$ cat src/rtl/lsu_pkg.sv
// Shared encodings for the load/store unit: access sizes, FSM states and widths.
package lsu_pkg;

  localparam int DATA_W = 32;
  localparam int MEM_AW = 12;

  localparam logic [1:0] SZ_B   = 2'b00;
  localparam logic [1:0] SZ_H   = 2'b01;
  localparam logic [1:0] SZ_W   = 2'b10;
  localparam logic [1:0] SZ_ILL = 2'b11;

  typedef enum logic [2:0] {
    ST_IDLE,
    ST_RD,
    ST_RWAIT,
    ST_WR,
    ST_RESP
  } state_t;

endpackage

$ cat src/rtl/lsu_if.sv
// Request/response handshake between the execute stage (master) and the LSU (slave).
interface lsu_if;
  import lsu_pkg::*;

  logic              req_valid;
  logic              req_ready;
  logic              req_we;
  logic [2:0]        req_size;
  logic [31:0]       req_addr;
  logic [DATA_W-1:0] req_wdata;
  logic              rsp_valid;
  logic              rsp_ready;
  logic [DATA_W-1:0] rsp_rdata;
  logic              rsp_err;

  modport master (
    output req_valid, req_we, req_size, req_addr, req_wdata, rsp_ready,
    input  req_ready, rsp_valid, rsp_rdata, rsp_err
  );

  modport slave (
    input  req_valid, req_we, req_size, req_addr, req_wdata, rsp_ready,
    output req_ready, rsp_valid, rsp_rdata, rsp_err
  );

endinterface

$ cat src/rtl/lsu_lane_align.sv
// Combinational lane logic: extracts/extends a load result and merges sub-word store data
// into the previously read word (little-endian lanes).
module lsu_lane_align
  import lsu_pkg::*;
(
  input  logic [1:0]        size,
  input  logic              is_unsigned,
  input  logic [1:0]        lane,
  input  logic [DATA_W-1:0] old_word,
  input  logic [DATA_W-1:0] new_data,
  output logic [DATA_W-1:0] load_data,
  output logic [DATA_W-1:0] merged_word
);

  logic [4:0]  byte_pos;
  logic [4:0]  half_pos;
  logic [7:0]  sel_byte;
  logic [15:0] sel_half;

  assign byte_pos = {lane, 3'b000};
  assign half_pos = {lane[1], 4'b0000};
  assign sel_byte = old_word[byte_pos +: 8];
  assign sel_half = old_word[half_pos +: 16];

  always_comb begin
    load_data   = old_word;
    merged_word = new_data;
    case (size)
      SZ_B: begin
        load_data   = {{(DATA_W-8){sel_byte[7] & ~is_unsigned}}, sel_byte};
        merged_word = old_word;
        merged_word[byte_pos +: 8] = new_data[7:0];
      end
      SZ_H: begin
        load_data   = {{(DATA_W-16){sel_half[15] & ~is_unsigned}}, sel_half};
        merged_word = old_word;
        merged_word[half_pos +: 16] = new_data[15:0];
      end
      default: ;
    endcase
  end

endmodule

$ cat src/rtl/load_store_unit.sv
// Memory-access stage: one load/store per handshake, read-modify-write for sub-word stores,
// errors reported without touching memory. Every output comes straight from a register.
module load_store_unit
  import lsu_pkg::*;
#(
  parameter int MEM_AW = lsu_pkg::MEM_AW,
  parameter int DATA_W = lsu_pkg::DATA_W
) (
  input  logic              clk,
  input  logic              reset_n,
  lsu_if.slave              bus,
  output logic [MEM_AW-1:0] mem_addr,
  output logic              mem_re,
  output logic              mem_we,
  output logic [DATA_W-1:0] mem_wdata,
  input  logic [DATA_W-1:0] mem_rdata
);

  state_t              state, state_n;
  logic                op_we, op_we_n;
  logic [2:0]          op_size, op_size_n;
  logic [1:0]          op_lane, op_lane_n;
  logic [DATA_W-1:0]   op_wdata, op_wdata_n;
  logic                rsp_err_q, rsp_err_n;
  logic [DATA_W-1:0]   rsp_rdata_q, rsp_rdata_n;
  logic [MEM_AW-1:0]   mem_addr_n;
  logic [DATA_W-1:0]   mem_wdata_n;
  logic                mem_re_n, mem_we_n;
  logic                req_ready_q, rsp_valid_q;
  logic                req_err;
  logic [DATA_W-1:0]   load_data, merged_word;

  assign bus.req_ready = req_ready_q;
  assign bus.rsp_valid = rsp_valid_q;
  assign bus.rsp_rdata = rsp_rdata_q;
  assign bus.rsp_err   = rsp_err_q;

  assign req_err = (bus.req_size[1:0] == SZ_ILL)
                || (bus.req_size[1:0] == SZ_H && bus.req_addr[0])
                || (bus.req_size[1:0] == SZ_W && bus.req_addr[1:0] != 2'b00)
                || ((bus.req_addr >> (MEM_AW + 2)) != 32'd0);

  lsu_lane_align u_align (
    .size        (op_size[1:0]),
    .is_unsigned (op_size[2]),
    .lane        (op_lane),
    .old_word    (mem_rdata),
    .new_data    (op_wdata),
    .load_data   (load_data),
    .merged_word (merged_word)
  );

  // Next-state logic also computes the next value of every registered output.
  always_comb begin
    state_n     = state;
    op_we_n     = op_we;
    op_size_n   = op_size;
    op_lane_n   = op_lane;
    op_wdata_n  = op_wdata;
    rsp_err_n   = rsp_err_q;
    rsp_rdata_n = rsp_rdata_q;
    mem_addr_n  = mem_addr;
    mem_wdata_n = mem_wdata;
    mem_re_n    = 1'b0;
    mem_we_n    = 1'b0;
    case (state)
      ST_IDLE: begin
        if (bus.req_valid) begin
          op_we_n    = bus.req_we;
          op_size_n  = bus.req_size;
          op_lane_n  = bus.req_addr[1:0];
          op_wdata_n = bus.req_wdata;
          mem_addr_n = bus.req_addr[MEM_AW+1:2];
          if (req_err) begin
            state_n     = ST_RESP;
            rsp_err_n   = 1'b1;
            rsp_rdata_n = '0;
          end else if (bus.req_we && bus.req_size[1:0] == SZ_W) begin
            state_n     = ST_WR;
            mem_we_n    = 1'b1;
            mem_wdata_n = bus.req_wdata;
          end else begin
            state_n  = ST_RD;
            mem_re_n = 1'b1;
          end
        end
      end
      ST_RD: state_n = ST_RWAIT;
      ST_RWAIT: begin
        if (op_we) begin
          state_n     = ST_WR;
          mem_we_n    = 1'b1;
          mem_wdata_n = merged_word;
        end else begin
          state_n     = ST_RESP;
          rsp_err_n   = 1'b0;
          rsp_rdata_n = load_data;
        end
      end
      ST_WR: begin
        state_n     = ST_RESP;
        rsp_err_n   = 1'b0;
        rsp_rdata_n = '0;
      end
      ST_RESP: if (bus.rsp_ready) state_n = ST_IDLE;
      default: state_n = ST_IDLE;
    endcase
  end

  always_ff @(posedge clk) begin
    if (!reset_n) begin
      state       <= ST_IDLE;
      op_we       <= 1'b0;
      op_size     <= '0;
      op_lane     <= '0;
      op_wdata    <= '0;
      req_ready_q <= 1'b1;
      rsp_valid_q <= 1'b0;
      rsp_err_q   <= 1'b0;
      rsp_rdata_q <= '0;
      mem_addr    <= '0;
      mem_re      <= 1'b0;
      mem_we      <= 1'b0;
      mem_wdata   <= '0;
    end else begin
      state       <= state_n;
      op_we       <= op_we_n;
      op_size     <= op_size_n;
      op_lane     <= op_lane_n;
      op_wdata    <= op_wdata_n;
      req_ready_q <= (state_n == ST_IDLE);
      rsp_valid_q <= (state_n == ST_RESP);
      rsp_err_q   <= rsp_err_n;
      rsp_rdata_q <= rsp_rdata_n;
      mem_addr    <= mem_addr_n;
      mem_re      <= mem_re_n;
      mem_we      <= mem_we_n;
      mem_wdata   <= mem_wdata_n;
    end
  end

endmodule

$ cat src/flat_wrapper.sv
// flat-port wrapper written by rule: the top's interface ports become plain ports
module load_store_unit_flat import lsu_pkg::*;
#(
  parameter int MEM_AW = lsu_pkg::MEM_AW,
  parameter int DATA_W = lsu_pkg::DATA_W
)
  (clk, reset_n, mem_addr, mem_re, mem_we, mem_wdata, mem_rdata, bus_req_valid, bus_req_we, bus_req_size, bus_req_addr, bus_req_wdata, bus_rsp_ready, bus_req_ready, bus_rsp_valid, bus_rsp_rdata, bus_rsp_err);
  lsu_if bus_i ();
  input  logic clk;
  input  logic reset_n;
  output logic [MEM_AW-1:0] mem_addr;
  output logic mem_re;
  output logic mem_we;
  output logic [DATA_W-1:0] mem_wdata;
  input  logic [DATA_W-1:0] mem_rdata;
  input wire logic [$bits(bus_i.req_valid)-1:0] bus_req_valid;
  input wire logic [$bits(bus_i.req_we)-1:0] bus_req_we;
  input wire logic [$bits(bus_i.req_size)-1:0] bus_req_size;
  input wire logic [$bits(bus_i.req_addr)-1:0] bus_req_addr;
  input wire logic [$bits(bus_i.req_wdata)-1:0] bus_req_wdata;
  input wire logic [$bits(bus_i.rsp_ready)-1:0] bus_rsp_ready;
  output wire logic [$bits(bus_i.req_ready)-1:0] bus_req_ready;
  output wire logic [$bits(bus_i.rsp_valid)-1:0] bus_rsp_valid;
  output wire logic [$bits(bus_i.rsp_rdata)-1:0] bus_rsp_rdata;
  output wire logic [$bits(bus_i.rsp_err)-1:0] bus_rsp_err;
  assign bus_i.req_valid = bus_req_valid;
  assign bus_i.req_we = bus_req_we;
  assign bus_i.req_size = bus_req_size;
  assign bus_i.req_addr = bus_req_addr;
  assign bus_i.req_wdata = bus_req_wdata;
  assign bus_i.rsp_ready = bus_rsp_ready;
  assign bus_req_ready = bus_i.req_ready;
  assign bus_rsp_valid = bus_i.rsp_valid;
  assign bus_rsp_rdata = bus_i.rsp_rdata;
  assign bus_rsp_err = bus_i.rsp_err;
  load_store_unit #(.MEM_AW(MEM_AW), .DATA_W(DATA_W)) u_core (.clk(clk), .reset_n(reset_n), .bus(bus_i), .mem_addr(mem_addr), .mem_re(mem_re), .mem_we(mem_we), .mem_wdata(mem_wdata), .mem_rdata(mem_rdata));
endmodule
$ cat config.mk
export PLATFORM = sky130hd
export DESIGN_NAME = load_store_unit_flat
export DESIGN_NICKNAME = d
export VERILOG_FILES = /design/src/rtl/lsu_pkg.sv /design/src/rtl/lsu_if.sv /design/src/rtl/lsu_lane_align.sv /design/src/rtl/load_store_unit.sv /design/src/flat_wrapper.sv
export SDC_FILE = /design/constraint.sdc
export NUM_CORES = 1
export LEC_CHECK = 0
export BUFFER_PORTS_ARGS = -buffer_cell sky130_fd_sc_hd__buf_2
export CORE_ASPECT_RATIO = 0.6
export CORE_MARGIN = 4
export CORE_UTILIZATION = 39
export DETAILED_ROUTE_END_ITERATION = 6
export GPL_TIMING_DRIVEN = 1
export MAX_ROUTING_LAYER = met4
export SETUP_SLACK_MARGIN = 0.15
export SYNTH_ARGS = -nofsm -noshare
export SYNTH_HDL_FRONTEND = slang
export SYNTH_SLANG_ARGS = --single-unit
$ cat constraint.sdc
create_clock -name clk -period 2.7 [get_ports clk]
set_input_delay 0.27 -clock clk [delete_from_list [all_inputs] [get_ports clk]]
set_output_delay 0.27 -clock clk [all_outputs]
set_load 0.05 [all_outputs]
==> run_results.csv <==
group,metric,value,unit
global_route,grt_pass1_vias,5808,
global_route,antenna_found_initial,1,
pwr,power_density,628,nW/µm²
final_layout,finalNetCount,1002,
route,first_pass_iters,6,
synthesis,synth-seq-cells,122,
synthesis,synth-main-ff-cell,"dfxtp_1",
timing,relSlewSlack,54.6,%
global_route,grt_max_degree,67,
placement,finalWeightedCongestion,0.936,
min_path,hold_path_class,"input pin to register",
final_layout,finish.utilization,50.9,%
global_route,grt_pass1_wl,32.5,mm
worst_setup_path,crit_fanout,17,
synthesis,ys_warn_count,0,
min_path,whs_path_depth,3,
global_route,overflow,0,
worst_setup_path,start_kind,"register",
timing,hold_ws,0.0984,ns
synthesis,async_flop_share,0,%
clocking,cts_max_level,4,
pwr,p_leak,3.25,nW
final_layout,fin_cells,1110,
route,wirelength,20.9,mm
timing,min_period,2.11,ns
clocking,postCtsSetupBuffers,0,
timing,rsz0062_at_grt,"false",
route,viasPerCell,5.66,
synthesis,ys_types,58,
die,fp.dieW,170,µm
outcome,status,"finished clean",
flow_run,cap_violations,0,
timing,worst_pin_slew,0.679,ns
synthesis,synth_edf_count,0,
die,die_h,105,µm
worst_setup_path,cp.arrival,2.42,ns
pwr,peakVddDrop,0.281,mV
clocking,cts_sinks,122,
timing,setup_viol,0,
route,wl_per_cell,18.8,µm
placement,placedCellCount,1077,
synthesis,yosysSeqAreaShare,39.8,%
clocking,clock_path_buffers,2,
die,core-area,15400,µm²
final_layout,area_delta_synth_final,27.7,%
route,drtIter0Drc,603,
die,rows,35,
placement,portBuffers,184,
synthesis,avgSynthCellArea,8.30,µm²
worst_setup_path,critical_path_class,"register to register",
die,die_area,17900,µm²
timing,fmax,473,MHz
final_layout,layout-drive-gt1-share,28.1,%
clocking,cts_made_buffers,17,
global_route,grtUsageTotal,23.7,%
route,drc_errors,0,
clocking,clk_pin_slew,0.06,ns
timing,fin_ws,0.585,ns
die,initial_core_util,39.9,%
worst_setup_path,reg2regPathDepth,5,
timing,final_max_slew_viol_count,0,
timing,finalHoldViolations,0,
clocking,cts_tree,"done",
clocking,root_buffer,"clkbuf_16",
synthesis,syn_inst,739,
timing,fin_skew,0.00978,ns
timing,finalSetupTns,0,ns
synthesis,syn_area,6130,µm²
clocking,clk_latency,0.41,ns
placement,dp_hpwl,15.2,mm
synthesis,syn_nets,848,
placement,place_ws,0.426,ns
die,io_pins,185,
route,postRouteAntennaNets,0,
worst_setup_path,crit_required,3.00,ns
worst_setup_path,worstSetupEndpointType,"register",
timing,period_share,78.3,%
route,via_count,6285,
==> per-stage QoR <==
stage,cell area [µm²],power [W]
2_1_floorplan,6130,0.00227
3_3_place_gp,7190,0.00250
3_5_place_dp,7190,0.00250
4_1_cts,7820,0.00495
5_1_grt,7830,0.00510
6_report,7830,0.00492
==> what timing repair did <==
item	CTS	global route
endpoints found under the hold margin	0	0
resized for setup	0	1
setup endpoints to repair	0	2
hold buffers	0	0
==> worst max-delay path, stage by stage, from the launching register on <==
cell and delay (ns):
dfxtp_1 0.65, buf_4 0.26, nand2b_1 0.49, a21oi_1 0.29, o21ai_0 0.24, o2bb2ai_1 0.08
==> layer usage <==
metal | up-vias | track usage [%] | routed length [µm]
li1 | 3003 | - | -
met1 | 2948 | 35.4 | 10200
met2 | 306 | 31.8 | 8430
met3 | 28 | 6.05 | 1970
met4 | 0 | 5.19 | 225
met5 | - | - | 0
==> path summary, 6_finish.rpt <==
kind | startpoint | to | slack (ns)
hold reg to reg | u_core.mem_wdata[18] | u_core.mem_wdata[18] | 0.45
setup reg to reg | u_core.op_size[0] | u_core.bus.rsp_rdata[1] | 0.59
hold / removal | bus_req_addr[5] | u_core.mem_addr[3] | 0.1
setup / recovery | u_core.op_size[0] | u_core.bus.rsp_rdata[1] | 0.59
==> sequential cells by signal, indices dropped and copies added (netlist names) <==
name                  count
u_core.mem_addr          12
u_core.op_lane            2
u_core.op_size            3
u_core.mem_we             1
u_core.state              3
u_core.op_we              1
u_core.bus.rsp_rdata     32
u_core.bus.rsp_err        1
u_core.mem_wdata         32
u_core.bus.rsp_valid      1
u_core.bus.req_ready      1
u_core.op_wdata          32
u_core.mem_re             1
==> report_power, final <==
part           switching (W)  total, W  internal, W
combinational       0.000375  0.000566     0.000191
sequential         0.0000551   0.00191      0.00185
clock               0.000871   0.00244      0.00157
total                0.00130   0.00492      0.00362
==> cells by family (layout without fill, tap and decap cells) <==
family | count (synthesis) | count (layout) | synth area share, %
simple gates | 284 | 284 | 21.6
buf+inv | 75 | 242 | 5.41
compound gates | 239 | 239 | 29.6
fa+ha+maj | 5 | 5 | 1.02
flops | 122 | 122 | 39.8
other cells | 0 | 1 | 0
mux | 14 | 14 | 2.55
==> final cells by class <==
class                      count  area (µm²)
inverter                       7        26.3
fill                        1511        7540
clock buffer                  18         439
tap                          203         254
clock inverter                14         194
antenna                        1        2.50
sequential                   122        2440
multi-input combinational    542        3380
timing repair buffer         203        1090
==> cell usage after synthesis (2+ instances only) <==
master     instances  share of area (%)
buf_4              3               0.37
nand3_1           13                1.1
inv_1              6               0.37
mux2i_1           10                1.6
nor2b_1            4               0.41
buf_6              2               0.37
a21oi_1            7               0.57
o21ai_0           29                2.4
a31oi_1            7               0.71
nand4_1            5               0.51
a21boi_0          51                6.2
o21a_1            11                1.3
nor4_1             6               0.61
nand2b_1          21                2.1
o221ai_1           4               0.57
buf_2             10               0.82
nor3_1            10               0.82
dfxtp_1          122                 40
a22o_1            26                3.7
and4b_1            4               0.65
buf_1              8               0.49
ha_1               5                1.0
a221o_1           20                3.3
mux2_2             3               0.55
nand2_1          187                 11
o2111ai_1         36                5.1
o21ai_1           27                2.2
nand4b_1           8                1.1
clkbuf_1          44                2.7
or2_2              2               0.20
o2bb2ai_1          8                1.1
nor2_1            14               0.86
==> cells in the final DEF, fill, tap and decap left out, types with 3 or more instances in the layout <==
master     netlist  final
o2bb2ai_1        8      8
nand3_1         13     12
buf_2           10    183
nor3_1          10     10
nor2_1          14     14
o21a_1          11     11
and4b_1          4      4
nand4_1          5      5
nor2b_1          4      3
a31oi_1          7      7
clkinv_2         0      3
o2111ai_1       36     36
clkbuf_16        0     17
a221o_1         20     20
o221ai_1         4      4
o21ai_1         27     27
a21oi_1          7      7
a21boi_0        51     51
a22o_1          26     26
nor4_1           6      6
o21ai_0         29     29
mux2_2           3      3
dfxtp_1        122    121
nand2_1        187    187
inv_1            6      6
clkinv_4         0      3
bufinv_16        0      4
nand2b_1        21     21
nand4b_1         8      8
mux2i_1         10     10
buf_4            3     18
ha_1             5      5
Power figures use the tool's default switching activity.
